`config.mk`:
```
export PLATFORM = sky130hd
export DESIGN_NAME = path_trace_ctrl
export DESIGN_NICKNAME = d
export VERILOG_FILES = /design/src/rtl/path_trace_ctrl.sv
export SDC_FILE = /design/constraint.sdc
export NUM_CORES = 1
export LEC_CHECK = 0
export CORE_MARGIN = 2
export CORE_UTILIZATION = 49
export CTS_BUF_LIST = sky130_fd_sc_hd__clkbuf_8
export DETAILED_ROUTE_END_ITERATION = 6
export PLACE_DENSITY = 0.82
export SYNTH_ARGS = -nofsm -noshare
export SYNTH_HDL_FRONTEND = slang
export SYNTH_SLANG_ARGS = --single-unit
```
`constraint.sdc`:
```
create_clock -name clk_i -period 2.8 [get_ports clk_i]
set_clock_uncertainty 0.15 [all_clocks]
set_input_delay 0.28 -clock clk_i [delete_from_list [all_inputs] [get_ports clk_i]]
set_output_delay 0.28 -clock clk_i [all_outputs]
set_load 0.01 [all_outputs]
```
`src/rtl/path_trace_ctrl.sv`:
```
// Predecessor-walk sequencer: walks from dest back to source, one memory read per hop, streaming
// each node over valid/ready. Define PATH_TRACE_HOP_GUARD_EN to bound walks at MAX_HOPS hops.
module path_trace_ctrl #(
   parameter int unsigned ADDR_W   = 5,
   parameter int unsigned MAX_HOPS = 31
) (
   input  logic              clk_i,
   input  logic              sys_reset_ni,
   input  logic              start_i,
   input  logic [ADDR_W-1:0] source_addr_i,
   input  logic [ADDR_W-1:0] dest_addr_i,
   output logic              pred_rd_en_o,
   output logic [ADDR_W-1:0] pred_rd_addr_o,
   input  logic [ADDR_W-1:0] pred_rd_data_i,
   output logic              node_valid_o,
   input  logic              node_ready_i,
   output logic [ADDR_W-1:0] node_addr_o,
   output logic              node_last_o,
   output logic [ADDR_W-1:0] hop_count_o,
   output logic              busy_o,
   output logic              done_o,
   output logic [1:0]        err_code_o
);

   typedef enum logic [2:0] {StIdle, StEmit, StIssue, StWait, StDone} state_e;

   localparam logic [1:0] ErrOk     = 2'b00;
   localparam logic [1:0] ErrNoPath = 2'b01;
   localparam logic [1:0] ErrLoop   = 2'b10;

   state_e            state_q;
   logic [ADDR_W-1:0] src_q;
   logic [ADDR_W-1:0] node_addr_q;
   logic              node_last_q;
   logic              node_valid_q;
   logic              pred_rd_en_q;
   logic [ADDR_W-1:0] pred_rd_addr_q;
   logic [ADDR_W-1:0] hop_q;
   logic              done_q;
   logic [1:0]        err_q;

   logic no_pred;
   logic guard_fire;

   // A zero predecessor is only a dead end when the source is not node 0 itself.
   assign no_pred = (pred_rd_data_i == '0) && (src_q != '0);

`ifdef PATH_TRACE_HOP_GUARD_EN
   localparam logic [ADDR_W-1:0] MaxHops = ADDR_W'(MAX_HOPS);
   assign guard_fire = (hop_q == MaxHops) && (pred_rd_data_i != src_q);
`else
   assign guard_fire = 1'b0;
`endif

   always_ff @(posedge clk_i or negedge sys_reset_ni) begin
      if (!sys_reset_ni) begin
         state_q        <= StIdle;
         src_q          <= '0;
         node_addr_q    <= '0;
         node_last_q    <= 1'b0;
         node_valid_q   <= 1'b0;
         pred_rd_en_q   <= 1'b0;
         pred_rd_addr_q <= '0;
         hop_q          <= '0;
         done_q         <= 1'b0;
         err_q          <= ErrOk;
      end else begin
         done_q       <= 1'b0;
         pred_rd_en_q <= 1'b0;
         unique case (state_q)
            StIdle: begin
               if (start_i) begin
                  src_q        <= source_addr_i;
                  node_addr_q  <= dest_addr_i;
                  node_last_q  <= (dest_addr_i == source_addr_i);
                  node_valid_q <= 1'b1;
                  hop_q        <= '0;
                  err_q        <= ErrOk;
                  state_q      <= StEmit;
               end
            end
            StEmit: begin
               if (node_ready_i) begin
                  node_valid_q <= 1'b0;
                  if (node_last_q) begin
                     done_q  <= 1'b1;
                     state_q <= StDone;
                  end else begin
                     pred_rd_en_q   <= 1'b1;
                     pred_rd_addr_q <= node_addr_q;
                     state_q        <= StIssue;
                  end
               end
            end
            StIssue: state_q <= StWait;
            StWait: begin
               if (no_pred) begin
                  err_q   <= ErrNoPath;
                  done_q  <= 1'b1;
                  state_q <= StDone;
               end else if (guard_fire) begin
                  err_q   <= ErrLoop;
                  done_q  <= 1'b1;
                  state_q <= StDone;
               end else begin
                  node_addr_q  <= pred_rd_data_i;
                  node_last_q  <= (pred_rd_data_i == src_q);
                  node_valid_q <= 1'b1;
                  // Saturate rather than wrap so a runaway walk never reports a small count.
                  if (hop_q != '1) begin
                     hop_q <= hop_q + 1'b1;
                  end
                  state_q <= StEmit;
               end
            end
            StDone: state_q <= StIdle;
            default: state_q <= StIdle;
         endcase
      end
   end

   assign pred_rd_en_o   = pred_rd_en_q;
   assign pred_rd_addr_o = pred_rd_addr_q;
   assign node_valid_o   = node_valid_q;
   assign node_addr_o    = node_addr_q;
   assign node_last_o    = node_last_q;
   assign hop_count_o    = hop_q;
   assign busy_o         = (state_q != StIdle);
   assign done_o         = done_q;
   assign err_code_o     = err_q;

endmodule

```
== Word-level counts from Yosys, hierarchy flattened ==
Index checks and enable logic that the tools add are counted.

* Add/subtract/negate cells: 1
* Equal/unequal tests: 11
* Multiplexer cells: 29
* Bitwise gates (word level): 1
* Reduce and logical (&&, ||, !) cells: 14

{| class="wikitable"
|+ Operators with widths
! cell !! count
|-
| 2-to-1 mux 5 bit || 5
|-
| case mux 5 bit (2 select lines) || 2
|-
| 2-to-1 mux 3 bit || 4
|-
| case mux 3 bit (4 select lines) || 1
|-
| 2-to-1 mux 1 bit || 11
|-
| equality test 5 bit || 2
|-
| inequality test 2 bit (second input constant) || 5
|-
| AND reduction 3 bit || 3
|-
| AND reduction 4 bit || 2
|-
| equality test 3 x 2 -> 1 bit (second input constant) || 2
|-
| nonzero test 3 bit || 2
|-
| adder 5 x 1 -> 5 bit (second input constant) || 1
|-
| logical NOT 5 bit || 1
|-
| inequality test 5 bit (second input constant) || 1
|-
| nonzero test 5 bit || 1
|-
| 2-to-1 mux 2 bit || 2
|-
| case mux 1 bit (2 select lines) || 2
|-
| case mux 2 bit (2 select lines) || 1
|-
| AND reduction 2 bit || 2
|-
| equality test 3 x 1 -> 1 bit (second input constant) || 1
|-
| logical NOT 3 bit || 1
|-
| case mux 1 bit (3 select lines) || 1
|-
| nonzero test 2 bit || 1
|-
| logical AND 1 bit || 1
|-
| NOT 1 bit || 1
|}

* Register bits after elaboration: 29
* Bits of input ports: 19
* Logic and storage cells: 66

== Depth between registers and ports, before layout ==
* Depth after elaboration: 4
* Mapped depth: 5

== Least setup slack after synthesis ==
No wires, ideal clock.

* Kind: register to register
* Start point: register hop_q[0] (netlist: hop_count_o[0])
* End point: register hop_q[3] (netlist: hop_count_o[3])
* Library setup time: 120 ps
* Arrival time: 1,770 ps
* Slack: 760 ps
* Stages on the path, launching flop included: 6
* Path buffers: 0
* Period minus slack after synthesis: 2,040 ps
* Path through: dfrtp_1 -> ha_1 -> and3_1 -> ha_1 -> or4_1 -> a31o_2

* Cells in the longest elaborated chain, start to end: 4
* Elaborated cells between the ends (all ways): 7
* Classes of those cells: add/sub (1); eq/ne (2); mux (3); reduce/logical (1)

{| class="wikitable"
|+ RTL lines
! what !! line !! source
|-
| start, declared || 38 || <nowiki>logic [ADDR_W-1:0] hop_q;</nowiki>
|-
| start signal, assigned || 111 || <nowiki>hop_q <= hop_q + 1'b1;</nowiki>
|-
| adder 5 x 1 -> 5 bit || 111 ||
|-
| 2-to-1 mux 5 bit || 110 || <nowiki>if (hop_q != '1) begin</nowiki>
|-
| 2-to-1 mux 5 bit || 97 || <nowiki>if (no_pred) begin</nowiki>
|-
| case mux 5 bit (2 select lines) || 70 || <nowiki>unique case (state_q)</nowiki>
|}

Several ways; a longest one is shown, not always the timed one. The select of a mux whose other input is x is not followed.
A chain may end at the register's enable or synchronous reset.

== Worst setup path in the final report ==
* Start point: register src_q[1]
* End point: register hop_q[3] (netlist: hop_count_o[3])

* Cells in the longest elaborated chain, start to end: 4

{| class="wikitable"
|+ RTL lines
! what !! line !! source
|-
| start, declared || 32 || <nowiki>logic [ADDR_W-1:0] src_q;</nowiki>
|-
| start signal, assigned || 73 || <nowiki>src_q <= source_addr_i;</nowiki>
|-
| nonzero test 5 bit || 46 || <nowiki>assign no_pred = (pred_rd_data_i == '0) && (src_q != '0);</nowiki>
|-
| logical AND 1 bit || 46 ||
|-
| inequality test 2 bit (no source line) || - ||
|-
| AND reduction 4 bit (no source line) || - ||
|}

Every way passes these cells.

==> qor.yml <==
outcome:
  status: "finished, final reports clean"
flow_run:
  max_cap_viol_count: 0
synthesis:
  ys_top_cells_by_count: "34 x nand2_1, 28 x dfrtp_1, 7 x nor3_1"
  yosys.area.top_type: "dfrtp_1"
  synthFlopType: "dfrtp_1"
  synthSimpleGateAreaFrac: 0.1983
  avgSynthCellArea_um2: 10.32
  synth_compound_area_frac: 0.08658
  yosys-mux-area-fraction: 0.1186
  synthDistinctLibCells: 38
  synth_adder_area_share: 0.01732
  ys_seq_area_frac: 0.4848
  synth-xor-area-share: 0.06061
  synthTopCellsByArea: "dfrtp_1 48%, nand2_1 8.8%, mux2_4 5.2%, mux2_2 3.9%, xnor2_1 3.6%"
  synth.most_common_cell: "nand2_1"
  synth_fp_nets: 161
  ys_seq_elements: 28
  synth_top_family_by_area: "simple AND/OR/NAND/NOR gates"
  syn_inst: 140
  yosys_warnings: 0
  syn_area_mm2: 0.001445
  synth_edf_count: 0
  netlist.area_leader.share: 0.4848
  async_flop_share: 1.000
setup_path:
  worstSetupEndpoint: "hop_count_o[3]"
  reg2reg_depth: 5
  rrSetupSlack_ps: 540
  crit_type: "flop to flop"
  crit_fanout: 8
  startpoint: "src_q[1]"
  arrival_ps: 2280
  startpoint_type: "flop"
  required_ps: 2820
  cp-end-kind: "flop"
  r2r-start: "src_q[1]"
  r2r-end: "hop_count_o[3]"
placement:
  dp_hpwl_mm: 2.401
  place_ws_ps: 410.5
  gp_congestion: 0.9295
  io_buffers: 39
timing:
  slew_headroom: 0.5704
  fin_ws_ps: 542.3
  min_period_over_period: 0.8063
  fmax_ghz: 0.4429
  rsz0062_at_grt: "no"
  slew_violations: 0
  hold_viol_final: 0
  min_period_ps: 2258
  setup_viol: 0
  fin_setup_tns_ps: 0
  tightest_slew_ps: 639.5
power_and_ir_drop:
  internal-power_mw: 1.168
  power_frac_seq: 0.395
  p_sw_mw: 0.6229
  combPwrFrac: 0.467
  cellPowerDensity_mw_per_mm2: 931.7
  p_sw_frac: 0.3479
  vdd_drop_max_mv: 0.7633
  p_leak_nw: 0.8502
  p_clk_frac: 0.138
routing:
  wl_per_cell_um: 14.42
  drt-initial-drc-count: 28
  vias: 1158
  drc: 0
  drt_wl_total_mm: 3.042
  first_pass_iters: 4
  avgViaCountPerCell: 5.488
  drtAntennaViolNets: 0
layout:
  final_util: 0.6910
  area_growth_pct: 32.99
  num-fill-cells: 211
  diodes: 0
  final_layout_size_suffix_gt1_frac: 0.1278
  nets: 202
grt:
  grt_pass1_vias: 1129
  grt_pass1_wl_mm: 5.168
  gr-total-overflow: 0
  grt_max_degree: 29
  grt_use_total: 0.1983
  antenna_found_initial: 0
die:
  dieArea_mm2: 0.003399
  initial_core_util: 0.5196
  num_rows: 19
  ios: 41
  die_y_um: 58.31
  core_area_mm2: 0.002781
  fp.dieW_um: 58.31
cts:
  cts_resized: 0
  insertion_delay_ps: 270
  root_buffer: "clkbuf_8"
  cts_tree: "done"
  h-tree-depth: 1
  cts_buffer_depth: 2
  cts_hold_buf: 0
  clk_pin_slew_ps: 90
  cts.sinks: 28
  cts_buffers: 3
  post_cts_buffers: 0
hold_path:
  hp-class: "input port to async pin"
[metal layers]
metal  vias to the layer above  track usage  wire length [um]
li1                        558            -                 -
met1                       560       0.2648              1319
met2                        36       0.3274              1546
met3                         4      0.03736               149
met4                         0      0.06312                26
met5                         -            0                 0
[critical path, cell delays in order (launching register included)]
cell and delay [ps]:
dfrtp_1 430, nor4_1 480, a211oi_4 140, buf_4 190, or4_1 510, a31o_2 250
[registers in the layout (all words and copies together) (netlist names)]
register / flops
done_o: 1
src_q: 5
hop_count_o: 5
state_q: 3
node_last_o: 1
pred_rd_en_o: 1
pred_rd_addr_o: 5
node_addr_o: 5
err_code_o: 1
node_valid_o: 1
[power by group through the flow]
stage	clock [mW]	sequential (mW)	combinational (mW)
4_1_cts	0.251	0.708	0.847
5_1_grt	0.269	0.732	0.914
6_report	0.246	0.708	0.837
2_1_floorplan	0	0.735	0.452
3_5_place_dp	0	0.716	0.843
3_3_place_gp	0	0.703	0.819
[cells in the final DEF, fill, tap and decap left out, types with 5 or more instances in the layout]
cell type        count
nor3_1               7
clkdlybuf4s50_1     39
inv_1                6
xnor2_1              6
mux2_2               5
dfrtp_1             28
nand2_1             34
mux2_4               5
[kinds of logic (layout without fill, tap and decap cells)]
| kind of cell | Yosys count | after routing |
|---|---|---|
| AO/OA/AOI/OAI | 14 | 14 |
| XOR/XNOR | 10 | 10 |
| adder cells (fa/ha/maj) | 2 | 2 |
| buffers and inverters | 11 | 51 |
| flip-flops | 28 | 28 |
| multiplexers | 14 | 14 |
| other | 1 | 1 |
| AND/OR/NAND/NOR | 60 | 60 |
[cell type report]
cell class                 count  area, um2  area share
clock buffer                   4      55.05     0.02865
inverter                       6      22.52     0.01172
multi-input combinational    101      699.4      0.3639
sequential                    28      700.7      0.3646
tap                           31      38.79     0.02018
timing repair buffer          41      405.4      0.2109
[stage by stage]
step / instances / hold WS (ps) / cell area [um2] / total power [mW]
after floorplan: 140 / -165.6 / 1445 / 1.187
after global placement: 207 / 338.6 / 1867 / 1.522
after detailed placement: 207 / 347.6 / 1867 / 1.560
after CTS: 211 / 235.8 / 1922 / 1.806
after global routing: 211 / 250.3 / 1922 / 1.915
final: 211 / 218.5 / 1922 / 1.791
[worst min path at each step]
stage	slack [ps]	endpoint	from	depth (start not counted)
after floorplan	-170	done_o	sys_reset_ni	0
after global placement	340	pred_rd_addr_o[4]	pred_rd_addr_o[4]	1
after detailed placement	350	pred_rd_addr_o[4]	pred_rd_addr_o[4]	1
after CTS	240	state_q[1]	sys_reset_ni	2
after global routing	250	state_q[2]	sys_reset_ni	2
final	220	state_q[1]	sys_reset_ni	2
Power figures use the tool's default switching activity.
